### src/rtl/ps2_host_tx_if.sv
// Command handshake between the synth core and the PS/2 host transmitter.
//   cmd_data  : command byte offered by the core
//   cmd_valid : core has a command to send
//   cmd_ready : transmitter is idle and will take a command this cycle
//   done      : one-cycle pulse, byte sent and device acknowledged it
//   error     : one-cycle pulse, device refused the byte or went silent
// master = command source (synth core), slave = the transmitter.
`timescale 1ns/1ps

interface ps2_host_tx_if;
    logic [7:0] cmd_data;
    logic       cmd_valid;
    logic       cmd_ready;
    logic       done;
    logic       error;

    modport master (
        output cmd_data,
        output cmd_valid,
        input  cmd_ready,
        input  done,
        input  error
    );

    modport slave (
        input  cmd_data,
        input  cmd_valid,
        output cmd_ready,
        output done,
        output error
    );
endinterface

### src/rtl/ps2_host_tx.sv
// Host-to-device PS/2 command transmitter. Sends one 8-bit command to the
// keyboard over the shared open-drain PS2_CLK/PS2_DAT lines: inhibit the clock,
// assert the start bit, then shift data/parity/stop on device clock falls and
// check the device's ACK.
// Ports:
//   CLOCK_50   : 50 MHz system clock, rising edge
//   resetn     : asynchronous active-low reset
//   cmd        : command handshake (slave side), see ps2_host_tx_if
//   ps2_clk_in : PS2_CLK pin value (asynchronous)
//   ps2_dat_in : PS2_DAT pin value (asynchronous)
//   ps2_clk_oe : 1 = pull PS2_CLK low, 0 = release
//   ps2_dat_oe : 1 = pull PS2_DAT low, 0 = release
`timescale 1ns/1ps

module ps2_host_tx #(
    parameter int INHIBIT_CYCLES = 6000,
    parameter int TIMEOUT_CYCLES = 750000
) (
    input  logic            CLOCK_50,
    input  logic            resetn,
    ps2_host_tx_if.slave    cmd,
    input  logic            ps2_clk_in,
    input  logic            ps2_dat_in,
    output logic            ps2_clk_oe,
    output logic            ps2_dat_oe
);

    // One counter serves both the inhibit interval and the edge timeout,
    // so it is sized for whichever is larger.
    localparam int MAX_COUNT = (INHIBIT_CYCLES > TIMEOUT_CYCLES) ? INHIBIT_CYCLES : TIMEOUT_CYCLES;
    localparam int CW        = $clog2(MAX_COUNT + 1);
    localparam logic [CW-1:0] INH_LAST = CW'(INHIBIT_CYCLES - 1);
    localparam logic [CW-1:0] TO_LIMIT = CW'(TIMEOUT_CYCLES);

    typedef enum logic [2:0] {
        IDLE,
        INHIBIT,
        REQ,
        XFER,
        WAIT_IDLE
    } state_t;

    state_t         state, state_next;
    logic [7:0]     cmd_reg, cmd_next;
    logic           parity, parity_next;
    logic [3:0]     bitcnt, bitcnt_next;
    logic [CW-1:0]  cnt, cnt_next;
    logic           dat_drive, dat_drive_next;
    logic           ack, ack_next;

    logic           clk_meta, clk_sync, clk_prev;
    logic           dat_meta, dat_sync;
    logic           fall;
    logic           timeout;

    logic           ready_c, done_c, error_c, clk_oe_c, dat_oe_c;

    // Two-flop synchronisers for both pins plus one extra clock stage for
    // falling-edge detection. They reset to 1 (idle bus) so leaving reset
    // never looks like a device clock fall.
    always_ff @(posedge CLOCK_50 or negedge resetn) begin
        if (!resetn) begin
            clk_meta <= 1'b1;
            clk_sync <= 1'b1;
            clk_prev <= 1'b1;
            dat_meta <= 1'b1;
            dat_sync <= 1'b1;
        end else begin
            clk_meta <= ps2_clk_in;
            clk_sync <= clk_meta;
            clk_prev <= clk_sync;
            dat_meta <= ps2_dat_in;
            dat_sync <= dat_meta;
        end
    end

    assign fall    = clk_prev & ~clk_sync;
    assign timeout = (cnt == TO_LIMIT);

    // State and datapath registers.
    always_ff @(posedge CLOCK_50 or negedge resetn) begin
        if (!resetn) begin
            state     <= IDLE;
            cmd_reg   <= '0;
            parity    <= 1'b0;
            bitcnt    <= '0;
            cnt       <= '0;
            dat_drive <= 1'b0;
            ack       <= 1'b0;
        end else begin
            state     <= state_next;
            cmd_reg   <= cmd_next;
            parity    <= parity_next;
            bitcnt    <= bitcnt_next;
            cnt       <= cnt_next;
            dat_drive <= dat_drive_next;
            ack       <= ack_next;
        end
    end

    // Next-state and output logic. done/error are asserted in the last cycle
    // of the transfer (the one that returns to IDLE), so cmd_ready rises in
    // the following cycle. A timeout wins over a clock fall or a bus release
    // seen in the same cycle and forces both lines released.
    always_comb begin
        state_next     = state;
        cmd_next       = cmd_reg;
        parity_next    = parity;
        bitcnt_next    = bitcnt;
        cnt_next       = cnt;
        dat_drive_next = dat_drive;
        ack_next       = ack;
        ready_c        = 1'b0;
        done_c         = 1'b0;
        error_c        = 1'b0;
        clk_oe_c       = 1'b0;
        dat_oe_c       = 1'b0;

        case (state)
            IDLE: begin
                ready_c  = 1'b1;
                cnt_next = '0;
                if (cmd.cmd_valid) begin
                    cmd_next    = cmd.cmd_data;
                    parity_next = ~^cmd.cmd_data;
                    state_next  = INHIBIT;
                end
            end

            INHIBIT: begin
                clk_oe_c = 1'b1;
                if (cnt == INH_LAST) begin
                    cnt_next   = '0;
                    state_next = REQ;
                end else begin
                    cnt_next = cnt + 1'b1;
                end
            end

            REQ: begin
                clk_oe_c       = 1'b1;
                dat_oe_c       = 1'b1;
                dat_drive_next = 1'b1;
                bitcnt_next    = '0;
                cnt_next       = '0;
                state_next     = XFER;
            end

            XFER: begin
                if (timeout) begin
                    error_c    = 1'b1;
                    cnt_next   = '0;
                    state_next = IDLE;
                end else begin
                    dat_oe_c = dat_drive;
                    if (fall) begin
                        cnt_next    = '0;
                        bitcnt_next = bitcnt + 1'b1;
                        if (bitcnt < 4'd8) begin
                            dat_drive_next = ~cmd_reg[bitcnt[2:0]];
                        end else if (bitcnt == 4'd8) begin
                            dat_drive_next = ~parity;
                        end else if (bitcnt == 4'd9) begin
                            dat_drive_next = 1'b0;
                        end else begin
                            // Device pulls data low to acknowledge.
                            ack_next       = ~dat_sync;
                            dat_drive_next = 1'b0;
                            state_next     = WAIT_IDLE;
                        end
                    end else begin
                        cnt_next = cnt + 1'b1;
                    end
                end
            end

            WAIT_IDLE: begin
                if (timeout) begin
                    error_c    = 1'b1;
                    cnt_next   = '0;
                    state_next = IDLE;
                end else if (clk_sync && dat_sync) begin
                    done_c     = ack;
                    error_c    = ~ack;
                    cnt_next   = '0;
                    state_next = IDLE;
                end else if (fall) begin
                    cnt_next = '0;
                end else begin
                    cnt_next = cnt + 1'b1;
                end
            end

            default: begin
                cnt_next   = '0;
                state_next = IDLE;
            end
        endcase
    end

    assign cmd.cmd_ready = ready_c;
    assign cmd.done      = done_c;
    assign cmd.error     = error_c;
    assign ps2_clk_oe    = clk_oe_c;
    assign ps2_dat_oe    = dat_oe_c;

endmodule
### src/flat_wrapper.sv
// flat-port wrapper written by rule: the top's interface ports become plain ports
module ps2_host_tx_flat 
#(
    parameter int INHIBIT_CYCLES = 6000,
    parameter int TIMEOUT_CYCLES = 750000
)
  (CLOCK_50, resetn, ps2_clk_in, ps2_dat_in, ps2_clk_oe, ps2_dat_oe, cmd_cmd_data, cmd_cmd_valid, cmd_cmd_ready, cmd_done, cmd_error);
  ps2_host_tx_if cmd_i ();
  input  logic CLOCK_50;
  input  logic resetn;
  input  logic ps2_clk_in;
  input  logic ps2_dat_in;
  output logic ps2_clk_oe;
  output logic ps2_dat_oe;
  input wire logic [$bits(cmd_i.cmd_data)-1:0] cmd_cmd_data;
  input wire logic [$bits(cmd_i.cmd_valid)-1:0] cmd_cmd_valid;
  output wire logic [$bits(cmd_i.cmd_ready)-1:0] cmd_cmd_ready;
  output wire logic [$bits(cmd_i.done)-1:0] cmd_done;
  output wire logic [$bits(cmd_i.error)-1:0] cmd_error;
  assign cmd_i.cmd_data = cmd_cmd_data;
  assign cmd_i.cmd_valid = cmd_cmd_valid;
  assign cmd_cmd_ready = cmd_i.cmd_ready;
  assign cmd_done = cmd_i.done;
  assign cmd_error = cmd_i.error;
  ps2_host_tx #(.INHIBIT_CYCLES(INHIBIT_CYCLES), .TIMEOUT_CYCLES(TIMEOUT_CYCLES)) u_core (.CLOCK_50(CLOCK_50), .resetn(resetn), .cmd(cmd_i), .ps2_clk_in(ps2_clk_in), .ps2_dat_in(ps2_dat_in), .ps2_clk_oe(ps2_clk_oe), .ps2_dat_oe(ps2_dat_oe));
endmodule
### config.mk
export PLATFORM = sky130hd
export DESIGN_NAME = ps2_host_tx_flat
export DESIGN_NICKNAME = d
export VERILOG_FILES = /design/src/rtl/ps2_host_tx_if.sv /design/src/rtl/ps2_host_tx.sv /design/src/flat_wrapper.sv
export SDC_FILE = /design/constraint.sdc
export NUM_CORES = 1
export LEC_CHECK = 0
export ABC_AREA = 0
export BUFFER_PORTS_ARGS = -buffer_cell sky130_fd_sc_hd__buf_2
export CAP_MARGIN = 0
export CORE_MARGIN = 1.5
export CORE_UTILIZATION = 54
export CTS_CLUSTER_SIZE = 10
export DETAILED_ROUTE_END_ITERATION = 10
export GPL_ROUTABILITY_DRIVEN = 0
export PLACE_DENSITY = 0.76
export SYNTH_ARGS = -nofsm -noshare
export SYNTH_HDL_FRONTEND = slang
export SYNTH_SLANG_ARGS = --single-unit
### constraint.sdc
create_clock -name CLOCK_50 -period 2.1 [get_ports CLOCK_50]
set_clock_uncertainty 0.1 [all_clocks]
set_input_delay 0.105 -clock CLOCK_50 [delete_from_list [all_inputs] [get_ports CLOCK_50]]
set_output_delay 0.105 -clock CLOCK_50 [all_outputs]
set_load 0.005 [all_outputs]
==> flow_summary.toml, run 1 <==
[clock_tree]
cts_max_path_buffers = 2
htreeDepth = 2
cts_tree = "yes"
clkTransAtPathRegs_ps = 90
clkSinkCount = 43
cts_root_buf = "clkbuf_8"
numCtsBuffers = 5
clk_latency_ps = 300

[synthesis]
synth-async-reset-ratio_pct = 100
avgSynthCellArea_sq_um = 10.9
ys_seq_area_share_pct = 45.5
synthSimpleGateAreaFrac_pct = 16.6
muxShareOfSynthArea_pct = 9.42
synth_edf_count = 0
synth_fp_nets = 236
yosys_register_bits = 43
synth_xor_area_share_pct = 7.73
synthAdderAreaFrac_pct = 2.10
synth_compound_area_share_pct = 14.3
synthFlopType = "dfrtp_1"
synth_top_family_by_area = "simple AND/OR/NAND/NOR gates"
synth_warnings = 0
syn-cell-area_sq_um = 2380
synth_cell_types = 55
syn-instance-count = 219

[run_status]
violations = "setup timing"
outcome = "finished, violations left"

[sta]
hold_viol_final = 0
tightestPinTransition_ps = 611
fin_ws_ps = -258
finalCriticalPeriod_ps = 2360
fmax_mhz = 424
finalCritPeriodShare_pct = 112
rsz0062_at_grt = "true"
relSlewSlack_pct = 59.3
setup_viol = 32
drv_slew = 0

[global_routing]
globalRouteTotalUtil_pct = 24.0
grt_max_degree = 28
antenna_found_initial = 0
grt_overflow = 0
grt_pass1_wl_mm = 9.14
grt_pass1_vias = 1934

[finish]
syn2layout_area_growth_pct = 26.4
largest_reg_flops = 20
final_cell_area_sq_um = 3010
layout_common_cells = "dfrtp_1, buf_4, a21oi_1, buf_2, xnor2_1"
finish.utilization_pct = 73.0
layout.nets = 296
n_antenna_cell = 0
mostFrequentLayoutCell = "dfrtp_1"
drive_gt1_share_pct = 31.8

[drt]
drtAntennaViolNets = 0
vias = 1934
drc_errors = 0
drt_wl_total_mm = 5.47
via_per_inst = 5.86
dr.pass1.iters = 4
wl_per_cell_microns = 16.6
drtIter0Drc = 110

[pwr]
power_mw = 2.80
p_leak_nw = 1.32
peakVddDrop_v = 0.000630
power_density_nw_per_um2 = 931

[setup_path]
reg2reg_depth = 8
path_max_fanout = 7
critical_path.startpoint_type = "flop"
endpoint_kind = "output pin"
r2r_end = "u_core.cnt[18]"
worstReg2RegStart = "u_core.cnt[1]"
crit_required_ps = 1890
critical_path_class = "reg -> out"
reg2reg_slack_ps = -200
worstPathArrival_ps = 2150

[floorplan]
io_pins = 18
fp.dieW_microns = 69.4
rows = 23
initial_core_util_pct = 57.8
die_h_microns = 69.4
core_sq_um = 4120
die-area_sq_um = 4810

[placement]
port_buffers = 17
post-place-ws_ps = -161
dpl.hpwl_mm = 3.70
placed_cell_area_sq_um = 2730

[min_path]
hold_path_class = "in -> async"

[job]
max_cap_viol_count = 0
==> timing repair <==
action,4_1_cts,5_1_grt
hold buffers,11,0
pin swaps,3,0
hold endpoints to repair,31,0
setup endpoints to repair,32,32
buffers inserted,4,0
resized for setup,7,0
==> worst max path at each step <==
stage / startpoint / endpoint / slack [ps] / cells after the start
after global routing: u_core.cnt[1] / ps2_dat_oe / -380 / 8
after global placement: u_core.cnt[0] / u_core.bitcnt[0] / -110 / 7
after floorplan: u_core.cnt[0] / u_core.cnt[18] / -50 / 8
final: u_core.cnt[7] / ps2_dat_oe / -260 / 6
after CTS: u_core.cnt[0] / ps2_dat_oe / -260 / 8
after detailed placement: u_core.cnt[0] / ps2_dat_oe / -160 / 8
==> cell families (layout without fill, tap and decap cells) <==
kind of cell | count (synthesis) | in the layout
xor+xnor | 21 | 21
buf+inv | 21 | 82
flops | 43 | 43
simple gates | 64 | 64
compound gates | 46 | 46
mux | 20 | 20
fa+ha+maj | 4 | 4
==> per-layer routing <==
layer	part of all wire [%]	up-vias	GRT usage [%]	routed length [microns]
li1	-	921	-	-
met1	46	948	31.7	2490
met2	47	43	36.5	2590
met3	3.4	22	5.52	184
met4	3.6	0	12.9	198
met5	0	-	0	0
==> cells in the mapped netlist (4+ instances only) <==
cell type	count	area share, %
o21ai_0	4	0.84
nor4_1	4	1.1
a22oi_1	4	1.3
nand4_1	8	2.1
clkbuf_1	4	0.63
inv_1	10	1.6
buf_2	4	0.84
and3_1	4	1.1
xor2_1	5	1.8
a21oi_1	17	3.6
or3_1	4	1.1
dfstp_2	5	5.5
mux2i_1	10	4.2
o211ai_1	4	1.3
dfrtp_1	38	40
mux2_2	9	4.3
ha_1	4	2.1
nor2_1	5	0.79
nand2_1	9	1.4
nand3_1	4	0.84
xnor2_1	16	5.9
==> per-stage QoR <==
step                      hold slack (ps)  TNS (ps)  std cells
final                                 242     -4340        330
after global routing                  266     -7820        330
after CTS                             243     -3640        330
after detailed placement             43.8     -2690        307
after global placement               35.6     -1290        307
after floorplan                      -291     -57.3        219
==> final cells by class <==
type,instances,area (sq um)
clock buffers,5,68.8
clock inverters,3,43.8
fillers,284,1110
inverters,10,37.5
multi-input cells,155,1210
flip-flops and latches,43,1080
well taps,50,62.6
repair buffers,64,498
==> critical path, cell delays in order, from the launching register on <==
cell and delay, ps:
dfrtp_1 470, nand4bb_1 140, or4_1 680, buf_4 250, o21ai_2 120, a21oi_1 70, buf_2 130
==> power breakdown <==
group | switching (mW) | internal, mW
Sequential | 0.163 | 0.995
Clock | 0.295 | 0.354
Combinational | 0.459 | 0.530
Total | 0.918 | 1.88
Power figures use the tool's default switching activity.
==> inputs of run 2 (changes only) <==
Settings changed: ABC_AREA 0 to unset, CORE_MARGIN 1.5 to 2.
==> run 2 against run 1 <==
  * The flow still finishes with violations (setup timing)
  * Clock power is 9.5% lower
  * Sequential cell count stayed put
  * Critical endpoint is now u_core.cnt[6]
  * Largest power group unchanged
  * Setup slack worse by 39 ps
==> flow_summary.toml, run 2 (synthesis gave the netlist of run 1 again) <==
[setup_path]
critical_path.startpoint_type = "flop"
worstPathArrival_ps = 2490
path_delay_family = "simple AND/OR/NAND/NOR gates"
endpoint_kind = "flop"
crit_chain = "inv_1 -> ha_1 -> or4bb_1 -> or3_4 -> buf_4 -> o221ai_4 -> clkbuf_16 -> a21oi_1"
path_buf_inv = 3
critical_path_class = "reg -> reg"
path_max_fanout = 10
cp_slowest_stage_delay_ps = 430
critPathSlowestCell = "or3_4"
crit_required_ps = 2190

[floorplan]
die-area_sq_um = 4950
core_sq_um = 4290
fp.dieW_microns = 70.4
rows = 24
die_h_microns = 70.4
initial_core_util_pct = 55.4
io_pins = 18

[finish]
finish.utilization_pct = 70.3
layout.nets = 294
layout_common_cells = "dfrtp_1, buf_4, a21oi_1, buf_2, xnor2_1"
mostFrequentLayoutCell = "dfrtp_1"
n_antenna_cell = 0
largest_reg_flops = 20
drive_gt1_share_pct = 31.7
final_cell_area_sq_um = 3020
syn2layout_area_growth_pct = 26.9

[clock_tree]
htreeDepth = 2
clkTransAtPathRegs_ps = 90
clk_latency_ps = 310
numCtsBuffers = 5
cts_tree = "yes"
cts_root_buf = "clkbuf_8"
clkSinkCount = 43
cts_max_path_buffers = 2

[sta]
relSlewSlack_pct = 62.5
setup_viol = 31
fmax_mhz = 417
tns_ps = -7670
fin_ws_ps = -297
finalCritPeriodShare_pct = 114
finalCriticalPeriod_ps = 2400
drv_slew = 0
hold_viol_final = 0
rsz0062_at_grt = "true"
tightestPinTransition_ps = 561

[drt]
drtIter0Drc = 186
drc_errors = 0
vias = 1948
dr.pass1.iters = 4
drt_wl_total_mm = 5.89
drtAntennaViolNets = 0
via_per_inst = 5.90
wl_per_cell_microns = 17.8

[job]
max_cap_viol_count = 0

[placement]
dpl.hpwl_mm = 3.66
placed_cell_area_sq_um = 2690
post-place-ws_ps = -172
port_buffers = 17

[global_routing]
antenna_found_initial = 0
globalRouteTotalUtil_pct = 24.4
grt_pass1_wl_mm = 9.34
grt_overflow = 0
grt_max_degree = 21
grt_pass1_vias = 1897

[pwr]
p_leak_nw = 1.32
power_mw = 2.80
peakVddDrop_v = 0.000497
power_density_nw_per_um2 = 928

[run_status]
violations = "setup timing"
outcome = "finished, violations left"

[min_path]
hold_path_class = "in -> async"
[run 2: routing by layer]
layer / up-vias / track usage, % / wire length, microns
met3: 11 / 4.91 / 234
met2: 54 / 39.0 / 2940
met1: 958 / 32.9 / 2580
met4: 0 / 8.76 / 134
li1: 925 / - / -
met5: - / 0 / 0
[run 2: cell type report]
type / count / area (sq um)
clock buffers: 8 / 100
fillers: 287 / 1280
inverters: 10 / 37.5
multi-input cells: 155 / 1230
flip-flops and latches: 43 / 1080
well taps: 52 / 65.1
repair buffers: 62 / 502
[run 2: power breakdown]
| part | switching, mW | internal (mW) |
|---|---|---|
| Sequential | 0.161 | 0.995 |
| Clock | 0.288 | 0.300 |
| Combinational | 0.479 | 0.577 |
| Total | 0.928 | 1.87 |
[run 2: what timing repair did]
item,CTS,global route
hold endpoints to repair,26,0
setup endpoints to repair,32,32
pin swaps,2,5
hold buffers,11,0
resized for setup,7,4
gates cloned,0,2
buffers inserted,2,2
[run 2: path summary, 6_finish.rpt]
path | depth (start not counted) | endpoint | slack [ps] | from
setup / recovery | 8 | u_core.cnt[6] | -300 | u_core.cnt[0]
hold / removal | 2 | u_core.bitcnt[1] | 160 | resetn
setup reg to reg | 8 | u_core.cnt[6] | -300 | u_core.cnt[0]
hold reg to reg | 0 | u_core.dat_sync | 260 | u_core.dat_meta
max in group asynchronous | 3 | u_core.clk_meta | 1130 | resetn
min in group CLOCK_50 | 0 | u_core.dat_sync | 260 | u_core.dat_meta
[run 2: metrics by stage]
stage	cells	hold WS, ps
3_5_place_dp	305	-40.9
5_1_grt	330	189
4_1_cts	326	171
3_3_place_gp	305	-36.2
6_report	330	156
2_1_floorplan	219	-291
[run 2: worst reg2reg max path, delay by kind of cell (launching register included)]
family	cells	cell delay, ps
DFF	1	400
buffers and inverters	3	460
and+or+nand+nor	2	840
adders and majority gates	1	130
AOI/OAI and AO/OA	2	360
==> inputs of run 3 (changes only) <==
Settings changed: CELL_PAD_IN_SITES_DETAIL_PLACEMENT set to 0, CELL_PAD_IN_SITES_GLOBAL_PLACEMENT set to 2, CORE_UTILIZATION 54 to 36, SLEW_MARGIN set to 25.
==> run 3 against run 2 <==
  * Global-route usage down 7.7 points
  * Total power up 7.6%
  * Combinational power up 12%
  * The run still ends with setup timing left
  * Maximum frequency up 0.29%
  * Sequential cell count unchanged
  * Final cell count up 11%
  * Count of clock-buffer cells in the layout down 3
  * Sequential share of layout area down 2.3 points
  * Die area up 47%
  * Register-to-register slack about the same
  * Hold slack better by 49 ps
  * Critical path depth unchanged
==> flow_summary.toml, run 3 (synthesis gave the netlist of run 1 again) <==
[setup_path]
path_max_fanout = 5
crit_required_ps = 1890
endpoint_kind = "output pin"
critical_path.startpoint_type = "flop"
critical_path_class = "reg -> out"
worstPathArrival_ps = 2190

[global_routing]
grt_max_degree = 44
antenna_found_initial = 0
grt_overflow = 0
grt_pass1_wl_mm = 9.55
globalRouteTotalUtil_pct = 16.7
grt_pass1_vias = 1903

[drt]
dr.pass1.iters = 4
drtAntennaViolNets = 0
drtIter0Drc = 58
drt_wl_total_mm = 5.65
drc_errors = 0
vias = 1886
via_per_inst = 5.15
wl_per_cell_microns = 15.4

[placement]
port_buffers = 17
dpl.hpwl_mm = 3.91
placed_cell_area_sq_um = 2790

[clock_tree]
clkTransAtPathRegs_ps = 100
clkSinkCount = 43
cts_tree = "yes"
numCtsBuffers = 5
htreeDepth = 2
cts_max_path_buffers = 2
cts_root_buf = "clkbuf_8"
clk_latency_ps = 310

[pwr]
p_leak_nw = 1.38
power_density_nw_per_um2 = 933
peakVddDrop_v = 0.000476

[finish]
largest_reg_flops = 20
mostFrequentLayoutCell = "dfrtp_1"
final_cell_area_sq_um = 3230
drive_gt1_share_pct = 38.4
syn2layout_area_growth_pct = 35.7
layout.nets = 305
layout_common_cells = "dfrtp_1, buf_4, buf_2"
n_antenna_cell = 0
finish.utilization_pct = 50.5

[run_status]
violations = "setup timing"
outcome = "finished, violations left"

[job]
max_cap_viol_count = 0

[sta]
relSlewSlack_pct = 66.2
hold_slack_ps = 204
setup_viol = 32
drv_slew = 0
finalCriticalPeriod_ps = 2390
hold_viol_final = 0
tightestPinTransition_ps = 506
finalCritPeriodShare_pct = 114
tns_ps = -7080
rsz0062_at_grt = "true"
fin_ws_ps = -290
fmax_mhz = 418

[floorplan]
die_h_microns = 85.3
fp.dieW_microns = 85.3
initial_core_util_pct = 37.2
rows = 29
io_pins = 18
die-area_sq_um = 7270
core_sq_um = 6390

[min_path]
hold_path_class = "in -> async"
run 3: worst paths after layout:
kind / startpoint / to / slack, ps / depth (start not counted)
worst max-delay path: u_core.cnt[0] / ps2_dat_oe / -290 / 8
worst max register to register: u_core.cnt[0] / u_core.cnt[19] / -290 / 9
worst min-delay path: resetn / u_core.cnt[1] / 200 / 3
max in group asynchronous: resetn / u_core.dat_sync / 1430 / 3
min in group CLOCK_50: u_core.dat_meta / u_core.dat_sync / 260 / 0
worst min register to register: u_core.dat_meta / u_core.dat_sync / 260 / 0
run 3: layout make-up:
type,count,area [sq um]
Clock inverter,3,46.3
Inverter,10,37.5
Multi-Input combinational cell,155,1280
Tap cell,77,96.3
Fill cell,600,3160
Sequential cell,43,1080
Clock buffer,5,68.8
Timing Repair Buffer,73,618
run 3: power breakdown:
group,internal [mW],switching [mW]
combinational,0.667,0.523
clock,0.358,0.310
sequential,0.994,0.158
total,2.02,0.992
run 3: through the flow:
stage	worst slack (ps)	std cells	power [mW]
floorplan	-48.4	219	1.77
global route	-394	366	3.22
CTS	-281	363	3.02
finish	-290	366	3.01
detailed placement	-196	338	2.11
global placement	-104	338	2.09
run 3: critical path, cell delays in order (launching register included):
cell and delay (ps):
dfrtp_1 380, inv_1 60, ha_1 130, or4bb_4 450
or3_4 430, buf_6 140, o21ai_2 100, a21oi_1 70
buf_2 130
run 3: timing repair:
action                     in CTS  in global routing
pin swaps                       4                  4
setup endpoints to repair      32                 32
setup buffers                   5                  3
resized for setup              21                  5
hold buffers                   11                  0
hold endpoints to repair       53                  0
cloned                          1                  0
run 3: layer usage:
metal / global-route usage [%] / part of all wire (%)
met5: 0 / 0
met4: 3.46 / 0.67
met3: 3.21 / 2.8
met2: 26.3 / 46
met1: 23.9 / 50
